### src/rtl/mem_pkg.sv
// -----------------------------------------------------------------------------
// mem_pkg
//
// Purpose:
//    Definitions shared by the memory copy engine and the single-port RAM it
//    drives: the engine's state encoding, the command mode constants, and the
//    default data/address widths the RAM is built with.
//
// Contents:
//    MEM_DWIDTH  default data word width
//    MEM_AWIDTH  default address width (RAM depth is 2**MEM_AWIDTH)
//    MODE_COPY   command mode: copy src block to dst block
//    MODE_FILL   command mode: fill dst block with a constant word
//    state_e     engine sequencer states
// -----------------------------------------------------------------------------
package mem_pkg;

    localparam int MEM_DWIDTH = 16;
    localparam int MEM_AWIDTH = 12;

    localparam logic MODE_COPY = 1'b0;
    localparam logic MODE_FILL = 1'b1;

    // IDLE waits for a command, READ presents the source address, WRITE
    // stores one word at the destination, FIN emits the completion pulse.
    typedef enum logic [1:0] {
        IDLE  = 2'd0,
        READ  = 2'd1,
        WRITE = 2'd2,
        FIN   = 2'd3
    } state_e;

endpackage

### src/rtl/mem_copy_engine.sv
// -----------------------------------------------------------------------------
// mem_copy_engine
//
// Purpose:
//    Block-move initiator for a single-port synchronous RAM with a one-cycle
//    registered read port. Accepts a copy or fill command, walks the RAM port
//    one word at a time in ascending address order, and reports completion
//    together with a running checksum of every word written.
//
// Ports:
//    clk        clock, all state changes on the rising edge
//    rst        synchronous active-high reset
//    start      command strobe, only looked at while idle
//    mode       0 = copy, 1 = fill
//    src        copy source base address
//    dst        destination base address
//    len        word count, values above 2**AWIDTH are treated as 2**AWIDTH
//    fill_data  word written by a fill command
//    busy       command in progress
//    done       one-cycle completion pulse
//    checksum   sum of written words modulo 2**DWIDTH
//    mem_load   RAM write enable
//    mem_addr   RAM address
//    mem_d      RAM write data
//    mem_q      RAM read data, valid the cycle after its address
// -----------------------------------------------------------------------------
module mem_copy_engine
    import mem_pkg::*;
#(
    parameter int DWIDTH = MEM_DWIDTH,
    parameter int AWIDTH = MEM_AWIDTH
) (
    input  logic              clk,
    input  logic              rst,
    input  logic              start,
    input  logic              mode,
    input  logic [AWIDTH-1:0] src,
    input  logic [AWIDTH-1:0] dst,
    input  logic [AWIDTH:0]   len,
    input  logic [DWIDTH-1:0] fill_data,
    output logic              busy,
    output logic              done,
    output logic [DWIDTH-1:0] checksum,
    output logic              mem_load,
    output logic [AWIDTH-1:0] mem_addr,
    output logic [DWIDTH-1:0] mem_d,
    input  logic [DWIDTH-1:0] mem_q
);

    localparam logic [AWIDTH:0] LEN_MAX = {1'b1, {AWIDTH{1'b0}}};
    localparam logic [AWIDTH:0] LEN_ONE = {{AWIDTH{1'b0}}, 1'b1};

    state_e              state_q;
    logic [AWIDTH-1:0]   srcPtr_q;
    logic [AWIDTH-1:0]   dstPtr_q;
    logic [AWIDTH:0]     count_q;
    logic                mode_q;
    logic [DWIDTH-1:0]   fillWord_q;
    logic [DWIDTH-1:0]   checksum_q;
    logic                busy_q;
    logic                done_q;

    logic [AWIDTH:0]     lenClamped_d;
    logic [DWIDTH-1:0]   checksum_d;
    logic [DWIDTH-1:0]   memD;
    logic [AWIDTH-1:0]   memAddr;
    logic                memLoad;

    // Any count with the top bit set is already at least 2**AWIDTH, so the
    // clamp only needs that bit: it saturates to exactly one full memory.
    assign lenClamped_d = len[AWIDTH] ? LEN_MAX : len;

    // RAM-side decode. Everything here depends on registered state only,
    // except the copy data which must pass mem_q straight through because the
    // RAM delivers the source word in the very cycle it is written back.
    always_comb begin
        memLoad = 1'b0;
        memAddr = '0;
        memD    = '0;
        case (state_q)
            READ: begin
                memAddr = srcPtr_q;
            end
            WRITE: begin
                memLoad = 1'b1;
                memAddr = dstPtr_q;
                memD    = (mode_q == MODE_FILL) ? fillWord_q : mem_q;
            end
            default: begin
                memLoad = 1'b0;
            end
        endcase
    end

    assign checksum_d = checksum_q + memD;

    // Sequencer. Copy alternates READ/WRITE so each word sees the RAM's one
    // cycle read latency; fill stays in WRITE and stores a word per cycle.
    // busy/done are computed from the next state so they line up with it.
    always_ff @(posedge clk) begin
        if (rst) begin
            state_q    <= IDLE;
            srcPtr_q   <= '0;
            dstPtr_q   <= '0;
            count_q    <= '0;
            mode_q     <= MODE_COPY;
            fillWord_q <= '0;
            checksum_q <= '0;
            busy_q     <= 1'b0;
            done_q     <= 1'b0;
        end else begin
            done_q <= 1'b0;
            case (state_q)
                IDLE: begin
                    if (start) begin
                        srcPtr_q   <= src;
                        dstPtr_q   <= dst;
                        count_q    <= lenClamped_d;
                        mode_q     <= mode;
                        fillWord_q <= fill_data;
                        checksum_q <= '0;
                        if (lenClamped_d == '0) begin
                            state_q <= FIN;
                            done_q  <= 1'b1;
                        end else begin
                            busy_q  <= 1'b1;
                            state_q <= (mode == MODE_FILL) ? WRITE : READ;
                        end
                    end
                end
                READ: begin
                    state_q <= WRITE;
                end
                WRITE: begin
                    checksum_q <= checksum_d;
                    srcPtr_q   <= srcPtr_q + 1'b1;
                    dstPtr_q   <= dstPtr_q + 1'b1;
                    count_q    <= count_q - LEN_ONE;
                    if (count_q == LEN_ONE) begin
                        state_q <= FIN;
                        busy_q  <= 1'b0;
                        done_q  <= 1'b1;
                    end else begin
                        state_q <= (mode_q == MODE_FILL) ? WRITE : READ;
                    end
                end
                FIN: begin
                    state_q <= IDLE;
                end
                default: begin
                    state_q <= IDLE;
                    busy_q  <= 1'b0;
                end
            endcase
        end
    end

    assign busy     = busy_q;
    assign done     = done_q;
    assign checksum = checksum_q;
    assign mem_load = memLoad;
    assign mem_addr = memAddr;
    assign mem_d    = memD;

endmodule

### config.mk
export PLATFORM = sky130hd
export DESIGN_NAME = mem_copy_engine
export DESIGN_NICKNAME = d
export VERILOG_FILES = /design/src/rtl/mem_pkg.sv /design/src/rtl/mem_copy_engine.sv
export SDC_FILE = /design/constraint.sdc
export NUM_CORES = 1
export LEC_CHECK = 0
export CORE_AREA = 5 5 110 112
export CTS_CLUSTER_SIZE = 28
export DETAILED_ROUTE_END_ITERATION = 8
export DIE_AREA = 0 0 115 117
export PLACE_DENSITY_LB_ADDON = 0.15
export SYNTH_ARGS = -nofsm -noshare
export SYNTH_HDL_FRONTEND = slang
export SYNTH_SLANG_ARGS = --single-unit
### constraint.sdc
create_clock -name clk -period 3.3 [get_ports clk]
set_input_delay 0.495 -clock clk [delete_from_list [all_inputs] [get_ports clk]]
set_output_delay 0.495 -clock clk [all_outputs]
set_load 0.01 [all_outputs]
[Word-level counts from Yosys, hierarchy flattened]
Cells that the tools add are included.
Cells by class
  add/sub/neg operators: 4
  equal/unequal tests: 7
  muxes and demuxes: 27
  reductions and logical operators: 6
Operator list (number)
  12-bit one-hot mux with 2 select lines: 3
  16-bit 2-to-1 mux: 3
  16-bit one-hot mux with 2 select lines: 1
  13-bit 2-to-1 mux: 2
  13-bit one-hot mux with 2 select lines: 1
  12-bit by 1-bit adder with 12-bit output (second input constant): 2
  12-bit 2-to-1 mux: 2
  16-bit adder: 1
  13-bit by 1-bit equality test with 1-bit output (second input constant): 1
  13-bit logical NOT: 1
  13-bit by 1-bit subtractor with 13-bit output (second input constant): 1
  2-bit 2-to-1 mux: 5
  2-bit one-hot mux with 4 select lines: 1
  1-bit 2-to-1 mux: 7
  2-bit inequality test (second input constant): 3
  2-bit equality test (second input constant): 2
  1-bit one-hot mux with 2 select lines: 2
  2-bit AND reduction: 2
  4-bit AND reduction: 1
  2-bit by 1-bit equality test with 1-bit output (second input constant): 1
  2-bit logical NOT: 1
  2-bit nonzero test: 1
Storage, ports and cells
  register bits after elaboration: 74
  bits of input ports: 73
  output and inout port bits: 47
  logic and storage cells: 53

[Depth between registers and ports, before layout]
Gate-level depths: netlist (run 1).
  depth after elaboration: 5
  gate-level depth with buffers: 15
  mapped depth without buffers: 11

[Worst setup path after synthesis (run 1)]
Ideal clock, no wire load.
  path kind: register to register
  from: register state_q[0]
  to: register checksum_q[10], in the netlist checksum[10]
  setup time: 117 ps
  data arrival time: 3412 ps
  data required time: 3183 ps
  setup slack: -229 ps
  stages on the path, launching flop included: 16
  path buffers: 4
  period minus slack after synthesis: 3529 ps
  cells stage by stage: dfxtp_1 > inv_1 > ha_1 > buf_2 > inv_1 > buf_2 > clkbuf_1 > buf_1 > nor2_1 > ha_1 > fa_1 > a21o_1 > o2bb2ai_1 > o21a_1 > or3_1 > a32o_1
Between the ends
  word-level cells in the longest chain between the ends: 4
  elaborated cells between the ends (all ways): 8
  those cells by class: add/sub: 1; eq/ne: 2; mux: 2; reduce/logical: 3
Ends and longest elaborated chain
  from (decl): line mem_copy_engine.sv:53  | state_e state_q;
  from (signal assigned): line mem_copy_engine.sv:127  | state_q <= (mode == MODE_FILL) ? WRITE : READ;
  from (signal assigned): line mem_copy_engine.sv:144  | state_q <= (mode_q == MODE_FILL) ? WRITE : READ;
  2-bit equality test: line mem_copy_engine.sv:80  | case (state_q)
  16-bit 2-to-1 mux: line mem_copy_engine.sv:80
  named net mem_d[0]: line mem_copy_engine.sv:46  | output logic [DWIDTH-1:0] mem_d,
  16-bit adder: line mem_copy_engine.sv:95  | assign checksum_d = checksum_q + memD;
  16-bit one-hot mux with 2 select lines: line mem_copy_engine.sv:113  | case (state_q)
  to (signal assigned): line mem_copy_engine.sv:135  | checksum_q <= checksum_d;
  to (decl): line mem_copy_engine.sv:59  | logic [DWIDTH-1:0] checksum_q;
The timed path passes the listed nets, and every way through them passes these cells.
A chain may end at the register's enable or synchronous reset.

[Final worst setup path (run 1)]
  from: register state_q[0]
  to: output port mem_addr[8]
Between the ends
  word-level cells in the longest chain between the ends: 2
  elaborated cells between the ends (all ways): 3
  those cells by class: eq/ne: 2; mux: 1
Ends and longest elaborated chain
  2-bit equality test / 2-bit by 1-bit equality test with 1-bit output (equally long branches): line mem_copy_engine.sv:80
  12-bit one-hot mux with 2 select lines (*): line mem_copy_engine.sv:80
  to (decl): line mem_copy_engine.sv:45  | output logic [AWIDTH-1:0] mem_addr,
Mark *: on every way between the ends. The rest lies on a longest branch, timed or not.

==> impl_results.md, run 1 <==
* GRT Total Usage at 22.20%
* Clock Path Buffers at 2
* Synth Net Count at 746
* Placement row count at 39
* Routed WL at 15030 µm
* First-pass DRT Iterations at 5
* DR iter-0 viols at 359
* Startpoint of the most critical setup path: state_q[0]$_SDFFE_PP0P_
* Via count of the routed design at 5168
* Count of input and output buffers at 119
* Net total in the final layout at 840
* Critical Path Max Stage Delay at 0.61 ns
* Fin Setup TNS at 0 ns
* Number of cells on the worst reg-to-reg path at 11
* CTS root buffer: clkbuf_16
* # DRC at 0
* Fraction of registers with async set or reset after synthesis at 0%
* Largest net degree at the start of global routing at 74
* Number of enable-type register cells in the synthesized netlist at 0
* TritonCTS clock tree: built
* Cell area after synthesis at 4845 µm²
* Mapped Avg Cell Area at 7.453 µm²
* Portion of the clock cycle consumed by the worst path in the final layout at 93.29%
* Core footprint at 11130 µm²
* HPWL after detailed placement at 10750 µm
* Slack of the worst reg-to-reg path at 0.37 ns
* Final hold vios at 0
* Total global routing overflow at 0
* Number of routed nets with antenna violations at 0
* Crit path cell chain: inv_1 > ha_2 > buf_4 > nand2_1 > a21boi_0 > clkdlybuf4s50_1
* Element type at the critical path start: flop
* Cell family contributing the most delay on the critical path: buffers and inverters
* Depth of the critical timing path with buffers and inverters included at 6
* Wire per inst at 16.88 µm
* Growth of design area from synthesis to finish at 32.39%
* Area after detailed placement at 6106 µm²
* Horizontal die dimension at 115 µm
* Dominant register cell in the synthesized netlist: dfxtp_1
* Most frequent standard cell in the layout excluding fill and tap cells: clkdlybuf4s50_1
* Worst-case hold slack at 0.3990 ns
* Final max-slew violation count at 0
* CP endpoint kind: primary output
* I/O pins at 120
* Die height at 117 µm
* Via count of the first global-routing pass at 4732
* Antenna violations before repair at 0
* CTS hold repair buffers at 0
* Share of final-layout standard cells stronger than drive strength 1 at 5.221%
* Fillers at 1040
* Clock slew at the register clock pins of the worst setup and hold paths at 0.05 ns
* Met2 global-route usage at 35.57%
* Min Tclk post-route at 3.079 ns
* MaxCap Viol Count at 0
* Run status: finished clean
* Starting density of the core at 43.54%
* Reg2Reg Launch Point: state_q[0]$_SDFFE_PP0P_
* Yosys warns at 0
* Setup repair after global routing missed its margin: false
* Critical path start-end classification: flop to primary output
* FF-to-FF End: checksum[10]$_SDFFE_PP0P_
* Met1 Usage GRT at 29.91%
* Leak at 2.311 nW
* Antenna diode instance count at 0
* Busiest layer in global routing: met2
* Number of setup violations in the final report at 0
* Wire length of the first global-routing pass at 24020 µm
* Worst hold path class: input port to flop
* Largest fanout on the critical path at 73
* Worst path bufs/invs at 3
* Power density over cell area at 531.1 nW/µm²
* Peak clock frequency supported by timing at 324.8 MHz
* Total Die Area at 13460 µm²
* Slowest library cell on the worst path: buf_4
* Clk sinks at 74
* Worst max-slew margin expressed relative to the limit at 41.72%
* Depth of the CTS H-tree at 3
* Worst endpoint required time at 2.80 ns
* Flop and latch count out of synthesis at 74
* Routability congestion estimate from global placement at 0.8947
* Post-CTS setup repair buffer count at 0
* Number of vias per cell after detailed routing at 5.807
* Number of gates resized after CTS at 0
* Routing usage on met3 at 4.524%
* Clock insertion delay at the later pin of the skew report at 0.33 ns
* Worst ir drop on vdd at 0.3123 mV
* Most frequent cells in the layout: clkdlybuf4s50_1 (118), nand2_1 (87), dfxtp_1 (74)
* Arrival time of the worst setup path at 2.58 ns
* Worst clock skew at 0.007718 ns
* End of the critical path: mem_addr[8]
* Number of different library cells in the post-synthesis netlist at 65
* Transition time of the tightest slew-check pin at 0.8675 ns
* Number of CTS-inserted buffers at 9
* Mapped Cells at 650
* Seq/Total Area, Yosys at 30.58%
* Post-route cell area at 6414 µm²
Yosys cell counts (5+ instances only):
cell type | count | area [µm²]
nand2_1 | 87 | 326.6
dfxtp_1 | 74 | 1481
a21oi_1 | 72 | 360.4
nor2_1 | 61 | 229.0
o21ai_0 | 46 | 230.2
clkbuf_1 | 24 | 90.09
ha_1 | 22 | 275.3
nor2b_1 | 21 | 131.4
a22oi_1 | 19 | 142.6
mux2i_1 | 17 | 170.2
inv_1 | 14 | 52.55
nor3_1 | 13 | 65.06
buf_2 | 12 | 60.06
nand3_1 | 12 | 60.06
a211oi_1 | 10 | 75.07
a31oi_1 | 10 | 62.56
buf_1 | 9 | 33.78
nand4_1 | 9 | 56.30
and3_1 | 8 | 50.05
o22ai_1 | 7 | 43.79
or3_1 | 7 | 43.79
nor4_1 | 6 | 37.54
nor3b_1 | 5 | 37.54
o21a_1 | 5 | 37.54
power breakdown:
group / leakage (nW) / switching [mW] / total, mW / internal, mW
registers: 0.605 / 0.147 / 1.16 / 1.01
clock network: 0.151 / 0.367 / 1.04 / 0.673
logic: 1.55 / 0.698 / 1.21 / 0.509
total: 2.31 / 1.21 / 3.41 / 2.19
metrics by stage:
stage	total power, mW	utilization [%]	worst slack, ns	instances
2_1_floorplan	1.957	-	0.001324	650
3_3_place_gp	2.341	54.88	0.3230	876
3_5_place_dp	2.374	54.88	0.3182	876
4_1_cts	3.427	57.65	0.2209	890
5_1_grt	3.611	57.65	0.03902	890
6_report	3.406	57.65	0.2215	890
kinds of logic (layout without fill, tap and decap cells):
kind of cell | after synthesis | after routing | synth area share [%]
buf+inv | 60 | 157 | 4.984
flops | 74 | 74 | 30.58
xor+xnor | 6 | 6 | 1.085
compound gates | 217 | 217 | 28.02
fa+ha+maj | 23 | 23 | 6.095
mux | 18 | 18 | 3.745
simple gates | 252 | 252 | 25.49
state kept, by name (all words and copies together), names as in the netlist:
| name | flops |
|---|---|
| busy | 1 |
| checksum | 16 |
| count_q | 13 |
| done | 1 |
| dstPtr_q | 12 |
| fillWord_q | 16 |
| mode_q | 1 |
| srcPtr_q | 12 |
| state_q | 2 |
final cells by class:
| cell class | instances | area [µm²] | share of cell area (%) |
|---|---|---|---|
| multi-input cells | 516 | 3132 | 48.83 |
| inverters | 14 | 52.55 | 0.8194 |
| clock buffers | 11 | 242.7 | 3.785 |
| flip-flops and latches | 74 | 1481 | 23.10 |
| repair buffers | 129 | 1261 | 19.66 |
| well taps | 143 | 178.9 | 2.790 |
| clock inverters | 3 | 65.06 | 1.014 |
how the worst min path moves through the flow:
stage                                     start  slack [ns]  cells after the start                     endpoint
CTS                                         rst        0.39                      2     srcPtr_q[0]$_SDFFE_PP0P_
detailed placement   fillWord_q[3]$_SDFFE_PP0P_        0.45                      2   fillWord_q[3]$_SDFFE_PP0P_
floorplan           fillWord_q[15]$_SDFFE_PP0P_        0.43                      2  fillWord_q[15]$_SDFFE_PP0P_
global route                                rst        0.41                      2     srcPtr_q[0]$_SDFFE_PP0P_
global placement     fillWord_q[3]$_SDFFE_PP0P_        0.44                      2   fillWord_q[3]$_SDFFE_PP0P_
finish                                      rst        0.40                      2     srcPtr_q[0]$_SDFFE_PP0P_
per-layer routing:
layer | wire length, µm | up-vias
met3 | 943 | 22
met5 | 0 | -
met1 | 6709 | 2408
met4 | 326 | 0
li1 | - | 2556
met2 | 7045 | 182
Note: power is estimated with default switching activity, not from simulation.
==> run 2: changes to the inputs <==
PLACE_DENSITY = 0.8   (was unset)
PLACE_DENSITY_LB_ADDON = unset   (was 0.15)
==> impl_results.md, run 2 (synthesis gave the netlist of run 1 again) <==
* Clock slew at the register clock pins of the worst setup and hold paths at 0.06 ns (about the same)
* Post-CTS setup repair buffer count at 0 (unchanged)
* Tot Pwr at 3.482 mW (+2.2%)
* Net total in the final layout at 841 (+0.12%)
* Placement row count at 39 (unchanged)
* Largest net degree at the start of global routing at 74 (unchanged)
* Antenna diode instance count at 0 (unchanged)
* Routed WL at 15650 µm (+4.2%)
* Arrival time of the worst setup path at 2.56 ns (-0.02 ns)
* Wire per inst at 17.53 µm (+3.8%)
* Final max-slew violation count at 0 (unchanged)
* TritonCTS clock tree: built
* Startpoint of the worst hold path: fillWord_q[13]$_SDFFE_PP0P_
* Starting density of the core at 43.54% (unchanged)
* Via count of the routed design at 5353 (+3.6%)
* Wire length of the first global-routing pass at 24580 µm (+2.4%)
* Routability congestion estimate from global placement at 0.9204 (+2.9%)
* Number of routed nets with antenna violations at 0 (unchanged)
* Most frequent standard cell in the layout excluding fill and tap cells: clkdlybuf4s50_1
* Largest fanout on the critical path at 73 (unchanged)
* Worst hold path class: flop to flop
* Leak at 2.329 nW (+0.78%)
* Transition time of the tightest slew-check pin at 0.9251 ns (+0.05754 ns)
* Depth of the CTS H-tree at 3 (unchanged)
* Count of input and output buffers at 119 (unchanged)
* Critical path start-end classification: flop to primary output
* CTS root buffer: clkbuf_16
* Fin worst setup slack at 0.2436 ns (+0.02216 ns)
* Via count of the first global-routing pass at 5139 (+8.6%)
* Number of vias per cell after detailed routing at 5.994 (+3.2%)
* Slack of the worst reg-to-reg path at 0.37 ns (about the same)
* FF-to-FF End: checksum[13]$_SDFFE_PP0P_
* Worst ir drop on vdd at 0.3360 mV (+7.6%)
* I/O pins at 120 (unchanged)
* Most frequent cells in the layout: clkdlybuf4s50_1 (118), nand2_1 (87), dfxtp_1 (74)
* HPWL after detailed placement at 11460 µm (+6.6%)
* Power density over cell area at 539.6 nW/µm² (+1.6%)
* MaxCap Viol Count at 0 (unchanged)
* Die height at 117 µm (unchanged)
* Final hold vios at 0 (unchanged)
* GRT Total Usage at 22.43% (+0.23 points)
* Clk sinks at 74 (unchanged)
* Worst max-slew margin expressed relative to the limit at 37.86% (-3.9 points)
* Clock insertion delay at the later pin of the skew report at 0.33 ns (about the same)
* Worst endpoint required time at 2.80 ns (about the same)
* Core footprint at 11130 µm² (unchanged)
* Horizontal die dimension at 115 µm (unchanged)
* CTS hold repair buffers at 0 (unchanged)
* Total Die Area at 13460 µm² (unchanged)
* Share of final-layout standard cells stronger than drive strength 1 at 5.733% (+0.51 points)
* Worst clock skew at 0.006622 ns (-0.001096 ns)
* Run status: finished clean
* # DRC at 0 (unchanged)
* CP endpoint kind: primary output
* Setup repair after global routing missed its margin: false
* Portion of the clock cycle consumed by the worst path in the final layout at 92.62% (-0.67 points)
* Peak clock frequency supported by timing at 327.2 MHz (+0.72%)
* Number of gates resized after CTS at 0 (unchanged)
* Number of CTS-inserted buffers at 9 (unchanged)
* Clock Path Buffers at 2 (unchanged)
* First-pass DRT Iterations at 5 (unchanged)
* Growth of design area from synthesis to finish at 33.19%
* DR iter-0 viols at 402 (+12%)
* Element type at the critical path start: flop
* Post-Place Worst Slack at 0.2188 ns (-0.09936 ns)
* Fin Setup TNS at 0 ns (unchanged)
* Reg2Reg Launch Point: mode_q$_SDFFE_PP0P_
* Total global routing overflow at 0 (unchanged)
* Antenna violations before repair at 0 (unchanged)
* Number of setup violations in the final report at 0 (unchanged)
* Endpoint, Worst Hold: fillWord_q[13]$_SDFFE_PP0P_
* Number of cells on the worst reg-to-reg path at 9 (-2)
* Number of stages on the worst hold path at 2 (unchanged)
* Min Tclk post-route at 3.056 ns (-0.02216 ns)
[run 2: worst max-delay path by stage]
stage | start | to | slack, ns
after floorplan | state_q[0]$_SDFFE_PP0P_ | checksum[10]$_SDFFE_PP0P_ | 0.001
after global placement | mem_q[1] | checksum[13]$_SDFFE_PP0P_ | 0.35
after detailed placement | mem_q[1] | checksum[13]$_SDFFE_PP0P_ | 0.22
after CTS | state_q[0]$_SDFFE_PP0P_ | mem_addr[8] | 0.24
after global routing | state_q[0]$_SDFFE_PP0P_ | mem_addr[8] | 0.08
final | state_q[0]$_SDFFE_PP0P_ | mem_addr[8] | 0.24
[run 2: final cells by class]
type                            count  area (µm²)
Clock buffer                       12       266.5
Sequential cell                    74        1481
Clock inverter                      4       72.57
Tap cell                          143       178.9
Timing Repair Buffer              130        1269
Multi-Input combinational cell    516        3132
Inverter                           14       52.55
Fill cell                         984        4673
[run 2: worst max-delay path, cell delays in order (launching register included)]
cell,delay (ns)
dfxtp_1,0.33
inv_1,0.09
ha_2,0.19
buf_4,0.59
nand2_1,0.14
a21boi_0,0.29
clkdlybuf4s50_1,0.60
[run 2: per-layer routing]
metal / vias to the layer above / track usage (%) / share of wire [%] / wire length (µm)
met5: - / 0 / 0 / 0
met4: 0 / 8.294 / 2.6 / 409
met3: 41 / 2.776 / 5.8 / 914
met2: 214 / 37.65 / 49 / 7591
met1: 2526 / 29.67 / 43 / 6735
li1: 2572 / - / - / -
[run 2: stage by stage]
step           util [%]  instance area, µm²  instances  hold slack (ns)
6_report          58.00                6452        893           0.4621
5_1_grt           58.00                6452        893           0.4757
4_1_cts           58.00                6452        893           0.4583
3_5_place_dp      54.95                6113        877           0.4476
3_3_place_gp      54.95                6113        877           0.4453
2_1_floorplan         -                4847        650           0.4329
[run 2: where the power goes]
part	switching [mW]	internal, mW	total [mW]
sequential	0.149	1.01	1.16
clock	0.378	0.723	1.10
combinational	0.705	0.514	1.22
